File: src/rtl/sar_pkg.sv
// Shared types and DAC drive codes for the SAR-ADC controller.
// Used by sar_logic and sar_cap_switch.
package sar_pkg;

    typedef enum logic [2:0] {
        IDLE,
        SAMPLE,
        COMP,
        WAIT,
        DONE
    } sar_state_t;

    // Per-cap {h,l} drive: 00 = vcm, 10 = vrefp, 01 = vrefn; 11 is never produced.
    localparam logic [1:0] DAC_VCM   = 2'b00;
    localparam logic [1:0] DAC_VREFP = 2'b10;
    localparam logic [1:0] DAC_VREFN = 2'b01;

    // DAC above vcm means the trial bit is kept and its cap is pulled down to vrefn.
    function automatic logic [1:0] cap_code(input logic decision);
        return decision ? DAC_VREFN : DAC_VREFP;
    endfunction

endpackage

File: src/rtl/sar_cap_switch.sv
// Registered per-capacitor {h,l} select for the capacitor DAC.
// Bit index k (k >= 1) maps to cap ADC_BITS-k, so the MSB decision drives cap 1.
module sar_cap_switch
    import sar_pkg::*;
#(
    parameter int unsigned ADC_BITS = 8,
    parameter int unsigned BIT_W    = 3
) (
    input  logic                clk,
    input  logic                reset,
    input  logic                clear,
    input  logic                update,
    input  logic [BIT_W-1:0]    bit_idx,
    input  logic                decision,
    output logic [1:ADC_BITS-1] dac_data_h,
    output logic [1:ADC_BITS-1] dac_data_l
);

    logic [1:ADC_BITS-1] cap_h_q, cap_h_d;
    logic [1:ADC_BITS-1] cap_l_q, cap_l_d;

    always_comb begin
        cap_h_d = cap_h_q;
        cap_l_d = cap_l_q;
        if (clear) begin
            cap_h_d = '0;
            cap_l_d = '0;
        end else if (update) begin
            // Bit 0 matches no cap, so the LSB decision leaves the array untouched.
            for (int j = 1; j < ADC_BITS; j++) begin
                if (bit_idx == BIT_W'(ADC_BITS - j)) begin
                    {cap_h_d[j], cap_l_d[j]} = cap_code(decision);
                end
            end
        end
    end

    always_ff @(posedge clk) begin
        if (reset) begin
            cap_h_q <= '0;
            cap_l_q <= '0;
        end else begin
            cap_h_q <= cap_h_d;
            cap_l_q <= cap_l_d;
        end
    end

    assign dac_data_h = cap_h_q;
    assign dac_data_l = cap_l_q;

endmodule

File: src/rtl/sar_logic.sv
// Successive-approximation controller: sample, MSB-first compare, cap switching, code out.
// Optional comparator-wait timeout is built when SAR_TIMEOUT_EN is defined.
module sar_logic
    import sar_pkg::*;
#(
    parameter int unsigned ADC_BITS       = 8,
    parameter int unsigned SAMPLE_CYCLES  = 2,
    parameter int unsigned TIMEOUT_CYCLES = 15
) (
    input  logic                clk,
    input  logic                reset,
    input  logic                start,
    input  logic                comp_out,
    input  logic                comp_valid,
    output logic                sample,
    output logic                comp_en,
    output logic [1:ADC_BITS-1] dac_data_h,
    output logic [1:ADC_BITS-1] dac_data_l,
    output logic [ADC_BITS-1:0] dout,
    output logic                dout_valid,
    output logic                busy,
    output logic                timeout_err
);

    localparam int unsigned BIT_W  = $clog2(ADC_BITS);
    localparam int unsigned SCNT_W = $clog2(SAMPLE_CYCLES + 1);

    sar_state_t          state_q, state_d;
    logic [BIT_W-1:0]    bit_q, bit_d;
    logic [SCNT_W-1:0]   scnt_q, scnt_d;
    logic [ADC_BITS-1:0] code_q, code_d;
    logic [ADC_BITS-1:0] dout_q, dout_d;

    logic cap_clear;
    logic cap_update;
    logic decide;
    logic decision;

`ifdef SAR_TIMEOUT_EN
    localparam int unsigned TCNT_W = $clog2(TIMEOUT_CYCLES + 1);

    logic [TCNT_W-1:0] tcnt_q, tcnt_d;
    logic              terr_q, terr_d;
`endif

    always_comb begin
        state_d    = state_q;
        bit_d      = bit_q;
        scnt_d     = scnt_q;
        code_d     = code_q;
        dout_d     = dout_q;
        cap_clear  = 1'b0;
        cap_update = 1'b0;
        decide     = 1'b0;
        decision   = comp_out;
`ifdef SAR_TIMEOUT_EN
        tcnt_d     = tcnt_q;
        terr_d     = terr_q;
`endif

        unique case (state_q)
            IDLE: begin
                if (start) begin
                    state_d   = SAMPLE;
                    scnt_d    = '0;
                    code_d    = '0;
                    cap_clear = 1'b1;
                end
            end

            SAMPLE: begin
                if (scnt_q == SCNT_W'(SAMPLE_CYCLES - 1)) begin
                    state_d = COMP;
                    bit_d   = BIT_W'(ADC_BITS - 1);
                end else begin
                    scnt_d = scnt_q + 1'b1;
                end
            end

            COMP: begin
                state_d = WAIT;
`ifdef SAR_TIMEOUT_EN
                tcnt_d  = '0;
`endif
            end

            WAIT: begin
                decide = comp_valid;
`ifdef SAR_TIMEOUT_EN
                // A silent comparator resolves as "below vcm" and is flagged until reset.
                if (!comp_valid) begin
                    if (tcnt_q == TCNT_W'(TIMEOUT_CYCLES - 1)) begin
                        decide   = 1'b1;
                        decision = 1'b0;
                        terr_d   = 1'b1;
                    end else begin
                        tcnt_d = tcnt_q + 1'b1;
                    end
                end
`endif
                if (decide) begin
                    code_d[bit_q] = decision;
                    if (bit_q == '0) begin
                        state_d = DONE;
                        dout_d  = code_d;
                    end else begin
                        cap_update = 1'b1;
                        bit_d      = bit_q - 1'b1;
                        state_d    = COMP;
                    end
                end
            end

            DONE: begin
                state_d   = IDLE;
                cap_clear = 1'b1;
            end

            default: state_d = IDLE;
        endcase
    end

    always_ff @(posedge clk) begin
        if (reset) begin
            state_q <= IDLE;
            bit_q   <= '0;
            scnt_q  <= '0;
            code_q  <= '0;
            dout_q  <= '0;
        end else begin
            state_q <= state_d;
            bit_q   <= bit_d;
            scnt_q  <= scnt_d;
            code_q  <= code_d;
            dout_q  <= dout_d;
        end
    end

`ifdef SAR_TIMEOUT_EN
    always_ff @(posedge clk) begin
        if (reset) begin
            tcnt_q <= '0;
            terr_q <= 1'b0;
        end else begin
            tcnt_q <= tcnt_d;
            terr_q <= terr_d;
        end
    end

    assign timeout_err = terr_q;
`else
    // TIMEOUT_CYCLES only matters when the timeout is built in.
    logic unused_timeout_cfg;
    assign unused_timeout_cfg = ^TIMEOUT_CYCLES;
    assign timeout_err        = 1'b0;
`endif

    sar_cap_switch #(
        .ADC_BITS (ADC_BITS),
        .BIT_W    (BIT_W)
    ) u_cap_switch (
        .clk        (clk),
        .reset      (reset),
        .clear      (cap_clear),
        .update     (cap_update),
        .bit_idx    (bit_q),
        .decision   (decision),
        .dac_data_h (dac_data_h),
        .dac_data_l (dac_data_l)
    );

    assign sample     = (state_q == SAMPLE);
    assign comp_en    = (state_q == COMP);
    assign dout_valid = (state_q == DONE);
    assign busy       = (state_q != IDLE);
    assign dout       = dout_q;

endmodule

File: config.mk
export PLATFORM = sky130hd
export DESIGN_NAME = sar_logic
export DESIGN_NICKNAME = d
export VERILOG_FILES = /design/src/rtl/sar_pkg.sv /design/src/rtl/sar_cap_switch.sv /design/src/rtl/sar_logic.sv
export SDC_FILE = /design/constraint.sdc
export NUM_CORES = 1
export LEC_CHECK = 0
export ABC_AREA = 1
export BUFFER_PORTS_ARGS = -buffer_cell sky130_fd_sc_hd__buf_2
export CORE_ASPECT_RATIO = 1.5
export CORE_MARGIN = 2
export CORE_UTILIZATION = 25
export DETAILED_ROUTE_END_ITERATION = 12
export GPL_ROUTABILITY_DRIVEN = 0
export GPL_TIMING_DRIVEN = 0
export PLACE_DENSITY = 0.45
export SYNTH_ARGS = -nofsm -noshare
export SYNTH_HDL_FRONTEND = slang
export SYNTH_HIERARCHICAL = 1
export SYNTH_SLANG_ARGS = --single-unit
File: constraint.sdc
create_clock -name clk -period 4.8 [get_ports clk]
set_input_delay 0.24 -clock clk [delete_from_list [all_inputs] [get_ports clk]]
set_output_delay 0.24 -clock clk [all_outputs]
set_load 0.03 [all_outputs]
==> run summary <==
===========================================================================================
Static Leak                                                                         1.16 nW
Synth Warn #                                                                              6
Total wirelength of the detailed-routed design                                      4.73 mm
Post-synthesis area per instance                                                 6.77 sq um
Ant diodes                                                                                0
Die extent in y                                                                      112 um
Proportion of power drawn by the clock network                                        0.323
Largest delay share family, worst path                                         simple AND/OR/NAND/NOR gates
Row count                                                                                39
IR Drop Worst-Case VDD                                                           0.000192 V
Wire length of the first global-routing pass                                        7.98 mm
Area Growth Syn to Fin                                                                24.5%
Sinks on the clock net                                                                   38
Library cell used as clock root buffer                                            clkbuf_16
Flops & latches, synth                                                                   38
CTS-repair resized insts                                                                  0
CP Data Arrival Time                                                                2.40 ns
Setup TNS                                                                              0 ns
Pin count of the biggest net entering global routing                                     13
Switching power share of the total                                                    0.383
Dpl hpwl                                                                            3.61 mm
Max stage delay on crit path                                                        0.40 ns
H-tree levels                                                                             2
Maximum fanout count along the critical path                                             11
Number of hold-slack violations in the final timing report                                0
Most numerous cell in the Yosys netlist                                             nand2_1
Starting Density                                                                      0.257
Distinct cell type count after synthesis                                                 24
Area of the die                                                                  8510 sq um
Cell type with the largest total area after synthesis                               dfxtp_1
Global route overflow                                                                     0
Critical-path top delay cell                                                        dfxtp_1
Number of standard cells in the final layout excluding fillers                          427
1st-pass router iterations                                                                4
Relative contribution of sequential cells to total power                              0.299
Reg2reg path depth                                                                       11
Final Slew Violations                                                                     0
Clk buf depth                                                                             2
Crit Path Class                                                                flop to flop
Placed cell count                                                                       419
Synth top area cells                                                           dfxtp_1 39%, nand2_1 14%, nor2_1 8.3%, nand3_1 7.2%, inv_1 5.8%
Internal power                                                                       844 uW
Setup violators final                                                                     0
Proportion of register bits with asynchronous set or reset after synthesis                0
Mean routed wirelength per cell                                                     11.1 um
Worst min-delay path endpoint                                                  u_cap_switch/dac_data_l[4]
Worst clock skew                                                                 0.00613 ns
Required time of the critical path                                                  5.01 ns
Total number of cells along the worst setup path                                         11
Leading register cell type out of synthesis                                         dfxtp_1
RSZ-0062 raised after global routing                                                     no
Syn nets                                                                                295
CTS tree                                                                                yes
Clock Pin Slew Worst Setup and Hold Paths                                           0.06 ns
Detail-routed via count per cell                                                       4.31
Syn Std Cell Area                                                                1940 sq um
WP buf/inv                                                                                5
Number of buffers inserted during clock tree synthesis                                    5
Number of flops mapped to enable cells by yosys                                           0
Sequential element share of the synthesized area                                      0.392
Type of destination of the critical path                                               flop
Number of design-rule violations left by the first detailed-router iteration             74
Power density of the placed cells                                               566 nW/um^2
Switching pwr                                                                        525 uW
Critical Path Most Common Cell                                                        inv_1
Buffers added on ports                                                                   30
Clock insertion delay at the later pin of the skew report                           0.28 ns
Part of the total power dissipated in combinational logic                             0.378
Cell Chain, Critical Path                                                      buf_2, inv_1, buf_4, ha_1, nand2_1, nand3_1, inv_1, inv_1, nor2_2, nand3_1, a21oi_1
Count of mapped cells out of synthesis                                                  287
Hold WC Path Type                                                              primary input to flop
Filler Cells Inserted                                                                   832
Die Span X                                                                          76.0 um
Flop-to-flop setup slack                                                            2.61 ns
Count of nets after finishing                                                           332
CP Launch Point                                                                    bit_q[0]
Core region area                                                                 7560 sq um
GR Util All Layers                                                                    0.116
Launch point of the worst hold path                                                comp_out
CTS hold repair buffers                                                                   0
Count of unresolved DRC violations after routing                                          0
Final total power                                                                   1.37 mW
Period utilisation layout                                                             0.457
Finished Core Util                                                                    0.320
Proportion of layout cells with a drive suffix above 1                                0.215
Vias                                                                                   1839
Synth top cells by count                                                       73 x nand2_1, 43 x nor2_1, 38 x dfxtp_1
Hold depth                                                                                3
Min cycle time layout                                                               2.19 ns
Critical Path Start Type                                                               flop
RR Endpoint                                                                    u_cap_switch/dac_data_h[6]
Max Cap Violations                                                                        0
Share of Yosys cell area claimed by the top area cell type                            0.392
Number of global-route vias before repair                                              1692
Outcome                                                                           completed
Post-route antenna net violation count                                                    0
Io pins                                                                                  32
Max Fclk                                                                            456 MHz
Launch instance of the worst register-to-register path                             bit_q[0]
Number of antenna violations at the first check in global routing                         0
Setup bufs post-CTS                                                                       0
===========================================================================================
cell usage in the layout, fill, tap and decap left out:
| master | instances |
|---|---|
| or2_2 | 1 |
| nand4_1 | 7 |
| nand2_1 | 73 |
| inv_1 | 30 |
| buf_4 | 3 |
| clkbuf_1 | 1 |
| clkbuf_8 | 1 |
| clkinv_1 | 1 |
| nor2_8 | 1 |
| a21oi_1 | 18 |
| nand2_2 | 4 |
| conb_1 | 1 |
| buf_2 | 34 |
| nor2_2 | 5 |
| inv_2 | 1 |
| inv_4 | 1 |
| dfxtp_1 | 38 |
| nor2_4 | 2 |
| ha_1 | 3 |
| nor2_1 | 43 |
| nand3_1 | 28 |
| nand3_2 | 2 |
| a21oi_2 | 8 |
| bufinv_16 | 2 |
| clkbuf_16 | 5 |
| o21ai_0 | 11 |
| xor2_1 | 1 |
power groups by stage:
stage / sequential [mW] / combinational (mW) / clock [mW]
after floorplan: 0.419 / 0.406 / 0
after global placement: 0.415 / 0.517 / 0
after detailed placement: 0.416 / 0.521 / 0
after CTS: 0.410 / 0.524 / 0.456
after global routing: 0.417 / 0.594 / 0.469
final: 0.409 / 0.517 / 0.443
final cells by class:
cell class,count,area [sq um],share of cell area
Sequential cell,38,761,0.314
Timing Repair Buffer,30,150,0.0620
Multi-Input combinational cell,208,1010,0.417
Clock buffer,6,139,0.0574
Clock inverter,2,60.1,0.0248
Buffer,8,46.3,0.0191
Inverter,33,126,0.0522
Tap cell,102,128,0.0527
worst max path at each step:
stage and endpoint:
2_1_floorplan u_cap_switch/dac_data_l[5], 3_3_place_gp u_cap_switch/dac_data_l[6], 3_5_place_dp u_cap_switch/dac_data_l[6], 4_1_cts u_cap_switch/dac_data_h[6], 5_1_grt u_cap_switch/dac_data_h[6], 6_report u_cap_switch/dac_data_h[6]
cells by family (layout without fill, tap and decap cells):
family                   Yosys count  count (layout)  share of synthesized area
AO/OA/AOI/OAI                     37              37                      0.111
flip-flops                        38              38                      0.392
XOR/XNOR                           1               1                    0.00451
AND/OR/NAND/NOR                  166             166                      0.383
other                              1               1                    0.00193
adder cells (fa/ha/maj)            3               3                     0.0193
buffers and inverters             41              79                     0.0889
tightest hold or removal path, cell delays in order:
cell	delay, ns
buf_2	0.14
nand3_1	0.08
a21oi_1	0.06
through the flow:
stage	setup WS, ns	cell area, sq um	hold WS, ns
after floorplan	2.96	1940	0.408
after global placement	2.63	2220	0.449
after detailed placement	2.63	2220	0.450
after CTS	2.60	2420	0.290
after global routing	2.35	2420	0.302
final	2.61	2420	0.285
registers in the layout, indices dropped and copies added (netlist names):
register                 cells
state_q                      3
u_cap_switch/dac_data_l      7
code_q                       8
bit_q                        3
scnt_q                       2
dout                         8
u_cap_switch/dac_data_h      7
metal layers:
metal | vias up | global-route usage | wire length [um]
met4 | 0 | 0.0400 | 63
met5 | - | 0 | 0
met2 | 30 | 0.215 | 2500
met1 | 818 | 0.130 | 2000
met3 | 6 | 0.0267 | 165
li1 | 985 | - | -
Note: power is estimated with default switching activity, not from simulation.
